`src/rtl/mips32_hazard_scoreboard.sv`:
```
// Register scoreboard for the pipe_mips32 issue stage: per-register write-back countdown
// with issue stall, drain status and a stall-cycle counter. Optional macro: MIPS32_FORWARDING_EN.

module mips32_sb_entry #(
    parameter int CW       = 3,
    parameter int ALU_LAT  = 3,
    parameter int LOAD_LAT = 4
) (
    input  logic clk1,
    input  logic rst,
    input  logic wen,
    input  logic is_load,
    output logic busy,
    output logic pend
);
    logic [CW-1:0] cnt, cnt_dec, cnt_nxt, lat_m1;
    logic          ld, ld_nxt;

    // The countdown is folded into the issue edge, so the cycle after issue reads L-1
    // and a consumer fires exactly L cycles after its producer.
    assign cnt_dec = (cnt != '0) ? cnt - 1'b1 : '0;
    assign lat_m1  = is_load ? CW'(LOAD_LAT - 1) : CW'(ALU_LAT - 1);

    always_comb begin
        cnt_nxt = cnt_dec;
        ld_nxt  = ld & (cnt_dec != '0);
        if (wen) begin
            // A later write never shortens an older, longer pending window.
            cnt_nxt = (cnt_dec > lat_m1) ? cnt_dec : lat_m1;
            ld_nxt  = is_load | (ld & (cnt_dec > lat_m1));
        end
    end

    always_ff @(posedge clk1) begin
        if (rst) begin
            cnt <= '0;
            ld  <= 1'b0;
        end else begin
            cnt <= cnt_nxt;
            ld  <= ld_nxt;
        end
    end

`ifdef MIPS32_FORWARDING_EN
    // With EX/MEM bypass only the load-use slot right after LW is unreadable.
    assign busy = ld & (cnt == CW'(LOAD_LAT - 1));
`else
    assign busy = (cnt != '0);
`endif
    assign pend = (cnt_nxt != '0);
endmodule

module mips32_hazard_scoreboard #(
    parameter int NREG     = 32,
    parameter int AW       = 5,
    parameter int ALU_LAT  = 3,
    parameter int LOAD_LAT = 4,
    parameter int CW       = 3,
    parameter int SCW      = 16
) (
    input  logic           clk1,
    input  logic           rst,
    input  logic           issue_valid,
    input  logic           uses_rs,
    input  logic [AW-1:0]  rs,
    input  logic           uses_rt,
    input  logic [AW-1:0]  rt,
    input  logic           writes_rd,
    input  logic [AW-1:0]  rd,
    input  logic           is_load,
    input  logic           flush,
    output logic           stall,
    output logic           idle,
    output logic [SCW-1:0] stall_cycles
);
    localparam int NIDX = 2 ** AW;

    // Sized to the full index space so R0 and out-of-range indices read as not busy.
    logic [NIDX-1:0] busy_vec, pend_vec;
    logic            fire;

    for (genvar r = 0; r < NIDX; r++) begin : g_reg
        if (r > 0 && r < NREG) begin : g_trk
            mips32_sb_entry #(.CW(CW), .ALU_LAT(ALU_LAT), .LOAD_LAT(LOAD_LAT)) u_ent (
                .clk1    (clk1),
                .rst     (rst),
                .wen     (fire & writes_rd & (rd == AW'(r))),
                .is_load (is_load),
                .busy    (busy_vec[r]),
                .pend    (pend_vec[r])
            );
        end else begin : g_none
            assign busy_vec[r] = 1'b0;
            assign pend_vec[r] = 1'b0;
        end
    end

    assign stall = issue_valid & ~flush &
                   ((uses_rs & busy_vec[rs]) | (uses_rt & busy_vec[rt]));
    assign fire  = issue_valid & ~flush & ~stall;

    always_ff @(posedge clk1) begin
        if (rst) begin
            idle         <= 1'b1;
            stall_cycles <= '0;
        end else begin
            idle <= ~|pend_vec;
            if (stall && stall_cycles != '1)
                stall_cycles <= stall_cycles + 1'b1;
        end
    end
endmodule
```
`config.mk`:
```
export PLATFORM = sky130hd
export DESIGN_NAME = mips32_hazard_scoreboard
export DESIGN_NICKNAME = d
export VERILOG_FILES = /design/src/rtl/mips32_hazard_scoreboard.sv
export SDC_FILE = /design/constraint.sdc
export NUM_CORES = 1
export LEC_CHECK = 0
export ABC_AREA = 1
export CAP_MARGIN = 20
export CELL_PAD_IN_SITES_DETAIL_PLACEMENT = 1
export CELL_PAD_IN_SITES_GLOBAL_PLACEMENT = 1
export CORE_MARGIN = 2
export CORE_UTILIZATION = 47
export CTS_BUF_LIST = sky130_fd_sc_hd__clkbuf_4
export CTS_CLUSTER_SIZE = 14
export DETAILED_ROUTE_END_ITERATION = 10
export PLACE_DENSITY_LB_ADDON = 0.1
export SYNTH_ARGS = -nofsm -noshare
export SYNTH_HDL_FRONTEND = slang
export SYNTH_SLANG_ARGS = --single-unit
```
`constraint.sdc`:
```
create_clock -name clk1 -period 3 [get_ports clk1]
set_input_delay 0.3 -clock clk1 [delete_from_list [all_inputs] [get_ports clk1]]
set_output_delay 0.3 -clock clk1 [all_outputs]
set_load 0.01 [all_outputs]
```
== Yosys cells after proc, flatten, opt, wreduce, memory -nomap -nowiden ==
Cells that the tools add are included.

* $add $sub $neg: 32
* Magnitude comparators: 33
* Equal/unequal tests: 32
* Mux-type cells: 98
* Bitwise gates (word level): 40
* Reduce and logical (&&, ||, !) cells: 65

{| class="wikitable"
|+ Operators by type and width
! operator !! number
|-
| $mux 3 || 93
|-
| $reduce_bool 3->1 || 62
|-
| $sub 3x1->3 const B || 31
|-
| $eq 5x5->1 const B || 16
|-
| $gt 3x3->1 || 26
|-
| $eq 5x4->1 const B || 8
|-
| $and 1x1->1 || 37
|-
| $reduce_or 31->1 || 1
|-
| $eq 5x3->1 const B || 4
|-
| $add 16x1->16 const B || 1
|-
| $ne 16x16->1 const B || 1
|-
| $gt 3x2->1 || 5
|-
| $lt 5x6->1 const B || 2
|-
| $bmux 1 s5 || 2
|-
| $eq 5x2->1 const B || 2
|-
| $eq 5x1->1 const B || 1
|-
| $mux 1 || 3
|-
| $not 1->1 || 2
|-
| $logic_and 1x1->1 || 1
|-
| $logic_not 1->1 || 1
|-
| $or 1x1->1 || 1
|}

* Flip-flop bits (word level): 110
* Bits of input ports: 23
* Output and inout bits: 18
* Logic and storage cells: 333

== Longest topological paths before layout ==
Gate-level depths: netlist (run 1).

* Depth after elaboration: 14
* Mapped depth: 20
* Gate-level depth less buffers: 19

== Modules after synthesis ==
From an unflattened synthesis (run 1), not the netlist that was laid out.

* Cell total of the unflattened synthesis: 1434
* Area total of the unflattened synthesis: 8951.1 um^2

{| class="wikitable"
|+ By module, submodules not included
! module !! times used !! cells an instance !! area each (um^2) !! seq. area each (um^2)
|-
| mips32_sb_entry || 31 || 32 || 216.5 || 60.1
|-
| mips32_hazard_scoreboard || 1 || 442 || 2240.9 || 340.3
|}

== Worst setup path after synthesis (run 1) ==
No wires, ideal clock.

* Kind: input to register
* Start point: input port rt[0]
* End point: register stall_cycles[15]
* Setup time: 0.070 ns
* Arrival: 1.985 ns
* Data required time: 2.930 ns
* Slack: 0.946 ns
* Stages: 19
* Path buffers: 2
* Path through: buf_6 > clkinv_4 > buf_6 > nand2_1 > nand3_1 > nand2_1 > nand2_1 > nand3_1 > nand3b_1 > nand3_2 > nand2_2 > inv_4 > nor2_8 > nand2_4 > nor3_4 > nand2_2 > nor2_2 > nand3_1 > a21oi_1

* Cells in the longest elaborated chain, start to end: 6

{| class="wikitable"
|+ Ends and longest elaborated chain
! item !! line !! text
|-
| start, declared || 67 || <nowiki>input logic [AW-1:0] rt,</nowiki>
|-
| $bmux 1 s5 || 99 || <nowiki>((uses_rs & busy_vec[rs]) | (uses_rt & busy_vec[rt]));</nowiki>
|-
| $mux 1 (not written as such) || 99 ||
|-
| $and 1x1->1 || 99 ||
|-
| $or 1x1->1 || 99 ||
|-
| $and 1x1->1 || 98 || <nowiki>assign stall = issue_valid & ~flush &</nowiki>
|-
| net stall || 72 || <nowiki>output logic stall,</nowiki>
|-
| $logic_and 1x1->1 || 108 || <nowiki>if (stall && stall_cycles != '1)</nowiki>
|-
| end signal, assigned || 109 || <nowiki>stall_cycles <= stall_cycles + 1'b1;</nowiki>
|-
| end, declared || 74 || <nowiki>output logic [SCW-1:0] stall_cycles</nowiki>
|}

The timed path passes the listed nets, and every way through them passes these cells. The select of a mux whose other input is x is not followed.
A chain may end at the register's enable or synchronous reset.

== Worst setup path after layout (run 1) ==
* Start point: register g_reg[28].g_trk.u_ent.cnt[0]
* End point: output port stall

* Cells in the longest elaborated chain, start to end: 6
* Elaborated cells on any way between the ends: 9
* Classes of those cells: 4 x mux; 4 x bitwise; 1 x reduce/logical

{| class="wikitable"
|+ Ends and longest elaborated chain
! item !! line !! text
|-
| start, declared || 16 || <nowiki>logic [CW-1:0] cnt, cnt_dec, cnt_nxt, lat_m1;</nowiki>
|-
| start signal, assigned || 39 || <nowiki>cnt <= cnt_nxt;</nowiki>
|-
| $reduce_bool 3->1 (*) || 48 || <nowiki>assign busy = (cnt != '0);</nowiki>
|-
| $bmux 1 s5 || 99 ||
|-
| $mux 1 (not written as such) || 99 ||
|-
| $and 1x1->1 || 99 ||
|-
| $or 1x1->1 (*) || 99 ||
|-
| $and 1x1->1 (*) || 98 ||
|-
| end, declared || 72 ||
|}

Mark *: on every way between the ends. The rest lies on a longest branch, timed or not. The select of a mux whose other input is x is not followed.

==> out/results.ini, run 1 <==
[status]
status = completed

[die]
core.rowCount = 45
design.die.area_um2 = 16400
coreArea_um2 = 15100
die_width_um = 128
initial_utilization = 0.479
io-pin-count = 41
die_h_um = 128

[critical_path]
endpoint_kind = output pin
start_kind = register
critPathRequiredTime_ns = 2.70
crit_fanout = 7
cp-startpoint = g_reg[28].g_trk.u_ent.cnt[0]$_SDFF_PP0_
cp.arrival_ns = 2.24
reg2reg_from = g_reg[31].g_trk.u_ent.cnt[2]$_SDFF_PP0_
path_class = register to output pin

[min_path]
min_from = rst
hold_class = input port to register

[detailed_routing]
ant_nets = 0
vias = 7661
drt_iter0_drc = 352
wire_per_inst_um = 14.5
viasPerCell = 5.29
drt_wl_total_um = 21000
firstDrtPassIters = 4
drc_errors = 0

[grt]
grt_use_met1 = 0.348
met3_usage = 0.0392
grt_pass1_wl_um = 34400
grt.met2_usage = 0.442
busiest_layer = met2
overflow = 0
grt_use_total = 0.260
antenna_found_initial = 1
first_global_vias = 7224
grt_max_degree = 63

[timing]
setup_viol = 0
fmax_mhz = 394
slew_viol_final = 0
tns_ns = 0
min_period_ns = 2.54
timing_hold_violations_final = 0
fin_crit_sh = 0.846
worst_slew_pin_slew_ns = 0.718
fin_skew_ns = 0.0294
timing.slew.headroom = 0.521
rsz0062_at_grt = no

[synth]
synth-seq-cells = 110
ys_warn_count = 0
synth-edff-count = 0
ys_seq_area_frac = 0.304
ys_types = 30
synthCells = 1216
synth_nets = 1271
ys.flop_type = dfxtp_1
synth.cell_area_um2 = 7250
synth.avg_cell_area_um2 = 5.96
synth-async-reset-ratio = 0

[cts]
clkLatencyLatePin_ns = 0.50
numCtsBuffers = 9
postCtsSetupBuffers = 0
clock-sinks = 110
clock-root-buffer = clkbuf_4
cts_buffer_depth = 2
cts_tree = yes
postCtsHoldBufs = 0
cts_resized = 1
clk_pin_slew_ns = 0.17
cts_max_level = 3

[flow_run]
cap_violations = 0

[power_and_ir_drop]
total_leakage_power_nw = 3.52
fin_total_pwr_w = 0.00258
powerDensity_nw_per_um2 = 317
vdd_drop_max_mv = 0.188

[finish]
n_fill_cell = 2170
area_delta_synth_final_pct = 12.1
drive_gt1_frac = 0.0819
multiInputGateArea_um2 = 4370
nets = 1308
seq_area_um2 = 2220

[placement]
io_buffers = 40
hpwl_um = 16000
place.gp.congestion = 0.843

-- synthesized netlist by cell type, types with 2 or more instances --
cell type,number,area share
o21ai_0,38,0.026
clkbuf_1,18,0.0093
nand3b_1,2,0.0021
nand2_2,2,0.0017
nand3_2,2,0.0028
o21a_1,2,0.0021
a21oi_1,44,0.030
dfxtp_1,110,0.30
nor2_1,306,0.16
ha_1,32,0.055
inv_1,156,0.081
buf_1,3,0.0016
a211oi_1,31,0.032
clkinv_4,2,0.0024
nand4_1,58,0.050
nand3_1,63,0.043
buf_2,6,0.0041
buf_6,6,0.0093
nand2_1,313,0.16
nor3_1,12,0.0083
-- where the power goes --
part           leakage, nW  switching (W)  internal [W]
Combinational         2.55       0.000206      0.000114
Sequential           0.895     0.00000551       0.00147
Clock               0.0700       0.000523      0.000261
Total                 3.52       0.000734       0.00184
-- per-stage QoR --
| step | std cells | setup slack (ns) | hold WS (ns) | util | instance area (um^2) |
|---|---|---|---|---|---|
| 5_1_grt | 1447 | 0.263 | 0.325 | 0.537 | 8130 |
| 6_report | 1447 | 0.463 | 0.315 | 0.537 | 8130 |
| 3_3_place_gp | 1430 | 0.164 | 0.454 | 0.519 | 7860 |
| 4_1_cts | 1446 | 0.0370 | 0.291 | 0.528 | 8000 |
| 2_1_floorplan | 1216 | 0.946 | 0.480 | - | 7250 |
| 3_5_place_dp | 1430 | 0.173 | 0.459 | 0.519 | 7860 |
-- registers in the layout, indices dropped and copies added (netlist names) --
name	cells
g.g_trk.u_ent.cnt	93
idle	1
stall_cycles	16
-- layer usage --
layer / share of wire / up-vias
li1: - / 3942
met1: 0.49 / 3601
met2: 0.46 / 95
met3: 0.034 / 23
met4: 0.013 / 0
met5: 0 / -
-- worst paths after layout --
kind                                                                 to  slack [ns]  cells after the start
worst min register to register             stall_cycles[8]$_SDFFE_PP0P_        0.48                      2
worst max-delay path                                              stall        0.46                     13
worst max register to register                          idle$_SDFF_PP1_        0.61                     17
worst min-delay path            g_reg[11].g_trk.u_ent.cnt[2]$_SDFF_PP0_        0.32                      2
-- cell usage in the layout, fill, tap and decap left out, types with 18 or more instances in the layout --
cell type / instances
nand3_1: 63
a21oi_1: 44
nor2_1: 286
nand2_2: 18
dfxtp_1: 93
nand2_1: 296
buf_4: 19
ha_1: 32
o21ai_0: 38
nor2_2: 19
clkdlybuf4s50_1: 37
inv_1: 156
a211oi_1: 31
nand4_1: 58
-- final cells by class --
| class | instances | area share |
|---|---|---|
| inverters | 160 | 0.0757 |
| flip-flops and latches | 110 | 0.273 |
| clock buffers | 10 | 0.00923 |
| repair buffers | 59 | 0.0677 |
| multi-input cells | 913 | 0.537 |
| well taps | 188 | 0.0289 |
| diodes | 1 | 0.000308 |
| clock inverters | 6 | 0.00769 |
-- logic make-up (layout without fill, tap and decap cells) --
logic type,count (synthesis),in the layout,share of synthesized area
flops,110,110,0.304
fa+ha+maj,32,32,0.0552
simple gates,764,764,0.440
other cells,0,1,0
xor+xnor,1,1,0.00121
buf+inv,193,235,0.109
compound gates,116,116,0.0916
-- worst max-delay path, cell delays in order (launching register included) --
cell,delay (ns)
dfxtp_1,0.38
nor2_4,0.14
nand2_1,0.09
o21ai_0,0.20
nand2_1,0.08
nand3_1,0.07
nand2_1,0.05
nand2_1,0.06
nand3_1,0.09
nand3_2,0.13
nand2_2,0.09
inv_6,0.13
nor2_8,0.05
dlymetal6s2s_1,0.17
Note: power is estimated with default switching activity, not from simulation.
==> run 2: changes to the inputs <==
--- a/config.mk
+++ b/config.mk
@@ -10,7 +10,7 @@
 export CELL_PAD_IN_SITES_DETAIL_PLACEMENT = 1
 export CELL_PAD_IN_SITES_GLOBAL_PLACEMENT = 1
 export CORE_MARGIN = 2
-export CORE_UTILIZATION = 47
+export CORE_UTILIZATION = 43
 export CTS_BUF_LIST = sky130_fd_sc_hd__clkbuf_4
 export CTS_CLUSTER_SIZE = 14
 export DETAILED_ROUTE_END_ITERATION = 10
==> constraint.sdc (replaced) <==
create_clock -name clk1 -period 2.54 [get_ports clk1]
set_input_delay 0.254 -clock clk1 [delete_from_list [all_inputs] [get_ports clk1]]
set_output_delay 0.254 -clock clk1 [all_outputs]
set_load 0.01 [all_outputs]
==> run 2 against run 1 <==
Effect of this change: non-clock buffer count up 59; total power grew 17%; utilization fell by 0.64 points; global-route usage decreased by 0.65 points; final cell count is 6.3% higher; wire length grew 7.3%; clock skew decreased by 0.011 ns; clock power increased by 12%; flip-flop and latch count stayed put; largest power group unchanged; highest routed layer unchanged.
==> out/results.ini, run 2 (synthesized netlist as in run 1, its figures left out) <==
[die]
die_width_um = 134  ; +4.4%
design.die.area_um2 = 17900  ; +9.0%
initial_utilization = 0.439  ; -0.0400
coreArea_um2 = 16500  ; +9.1%
die_h_um = 134  ; +4.4%
core.rowCount = 47  ; +4.4%
io-pin-count = 41  ; unchanged

[finish]
top_regs = g.g_trk.u_ent.cnt x93, stall_cycles x16, idle x1
n_fill_cell = 2293  ; +5.7%
final_cell_mix = nand2_1, nor2_1, inv_1, buf_4, dfxtp_1
fin_area_um2 = 8770  ; +7.8%
largest_register = g.g_trk.u_ent.cnt
nets = 1367  ; +4.5%
largest_reg_flops = 93  ; unchanged
seq_area_um2 = 2260  ; +1.5%
layout_commonest_cell = nand2_1
multiInputGateArea_um2 = 4480  ; +2.6%
drive_gt1_frac = 0.167  ; +0.0852
area_delta_synth_final_pct = 20.9

[timing]
fmax_mhz = 414
worst_slew_pin_slew_ns = 0.610  ; -0.108 ns
rsz0062_at_grt = no
fin_crit_sh = 0.951
fin_skew_ns = 0.0188  ; -0.0106 ns
min_period_ns = 2.42
timing_hold_violations_final = 0  ; unchanged
slew_viol_final = 0  ; unchanged
timing.slew.headroom = 0.593  ; +0.0721
setup_viol = 0  ; unchanged

[min_path]
hold_class = input port to register

[cts]
clock-sinks = 110  ; unchanged
cts_tree = yes
clock-root-buffer = clkbuf_4
cts_buffer_depth = 2  ; unchanged
numCtsBuffers = 9  ; unchanged
clkLatencyLatePin_ns = 0.51  ; about the same
postCtsHoldBufs = 0  ; unchanged
cts_max_level = 3  ; unchanged
clk_pin_slew_ns = 0.18  ; about the same

[detailed_routing]
vias = 7978  ; +4.1%
firstDrtPassIters = 4  ; unchanged
viasPerCell = 5.19  ; -2.0%
drt_wl_total_um = 22500  ; +7.3%
drt_iter0_drc = 298  ; -15%
drc_errors = 0  ; unchanged
wire_per_inst_um = 14.7  ; +0.95%
ant_nets = 0  ; unchanged

[placement]
io_buffers = 40  ; unchanged
place_area_um2 = 8240  ; +4.8%
hpwl_um = 17400  ; +8.8%
place.gp.congestion = 0.861  ; +2.1%

[power_and_ir_drop]
vdd_drop_max_mv = 0.220  ; +17%
total_leakage_power_nw = 3.80  ; +8.1%
fin_total_pwr_w = 0.00303  ; +17%
powerDensity_nw_per_um2 = 345  ; +8.9%

[grt]
grt_pass1_wl_um = 36800  ; +6.9%
grt_max_degree = 63  ; unchanged
antenna_found_initial = 1  ; unchanged
overflow = 0  ; unchanged
grt_use_total = 0.253  ; -0.00653
first_global_vias = 7820  ; +8.3%

[critical_path]
cp.arrival_ns = 2.87  ; +0.63 ns
start_kind = register
path_class = register to register
endpoint_kind = register
crit_fanout = 11  ; +4
critPathRequiredTime_ns = 3.00  ; +0.30 ns

[status]
status = completed

[flow_run]
cap_violations = 0  ; unchanged

## run 2: cell types whose count changed in the layout (fill, tap and decap cells not counted), sizes merged
cell and change:
clkbuf +1, inv +3, clkinv -2, dlymetal6s2s -1, buf +59, bufinv -1
## run 2: per-layer routing
layer | global-route usage | up-vias | part of all wire
met5 | 0 | - | 0
met1 | 0.322 | 3781 | 0.47
li1 | - | 4070 | -
met3 | 0.0389 | 32 | 0.039
met2 | 0.436 | 95 | 0.47
met4 | 0.0869 | 0 | 0.026
## run 2: per-stage QoR
stage / cells / hold slack (ns) / util / setup TNS [ns] / setup slack [ns]
5_1_grt: 1538 / 0.178 / 0.531 / 0 / 0.00566
6_report: 1538 / 0.171 / 0.531 / 0 / 0.124
2_1_floorplan: 1216 / 0.480 / - / 0 / 0.532
3_5_place_dp: 1505 / 0.461 / 0.499 / -3.11 / -0.394
3_3_place_gp: 1505 / 0.452 / 0.499 / -2.20 / -0.392
4_1_cts: 1534 / 0.152 / 0.522 / 0 / 0.0212
## run 2: final cells by class
class / instances / area share
tap: 220 / 0.0314
clock buffer: 10 / 0.00856
multi-input combinational: 913 / 0.511
antenna: 1 / 0.000285
timing repair buffer: 118 / 0.115
clock inverter: 6 / 0.00599
sequential: 110 / 0.257
inverter: 160 / 0.0702
## run 2: what timing repair did
action / CTS / global route
endpoints found under the setup margin: 2 / 2
gates resized for setup: 69 / 56
gates cloned: 0 / 0
buffers inserted: 13 / 3
pin swaps: 16 / 15
## run 2: report_power, final
part | switching, W | internal, W
combinational | 0.000251 | 0.000156
sequential | 0.00000621 | 0.00173
clock | 0.000653 | 0.000227
## run 2: worst max-delay path: stages, from the launching register on
cell and delay (ns):
dfxtp_2 0.38, inv_1 0.06, nand2_2 0.11, nand2_1 0.07, nand3_1 0.08, nand3_1 0.08, nand2_1 0.07, nand2_1 0.05
nand3b_1 0.12, nand3_4 0.11, buf_6 0.13, buf_4 0.16, nand4_1 0.16, nand4_1 0.19, nor2_1 0.17, nand2_1 0.11
nor2_2 0.11, nand2_1 0.05, o21ai_0 0.13
## run 2: path summary, 6_finish.rpt
| path | start | to | slack, ns | cells past startpoint |
|---|---|---|---|---|
| max | g_reg[3].g_trk.u_ent.cnt[2]$_SDFF_PP0_ | idle$_SDFF_PP1_ | 0.12 | 18 |
| min | rst | idle$_SDFF_PP1_ | 0.17 | 3 |
| max reg2reg | g_reg[3].g_trk.u_ent.cnt[2]$_SDFF_PP0_ | idle$_SDFF_PP1_ | 0.12 | 18 |
| min reg2reg | stall_cycles[8]$_SDFFE_PP0P_ | stall_cycles[8]$_SDFFE_PP0P_ | 0.48 | 2 |
==> run 3: changes to the inputs <==
--- a/config.mk
+++ b/config.mk
@@ -12,7 +12,7 @@
 export CORE_MARGIN = 2
 export CORE_UTILIZATION = 43
 export CTS_BUF_LIST = sky130_fd_sc_hd__clkbuf_4
-export CTS_CLUSTER_SIZE = 14
+export CTS_CLUSTER_SIZE = 8
 export DETAILED_ROUTE_END_ITERATION = 10
 export PLACE_DENSITY_LB_ADDON = 0.1
 export SYNTH_ARGS = -nofsm -noshare
==> results of run 3 <==
Same layout as run 2: the final DEF is identical, and so are final timing and power.
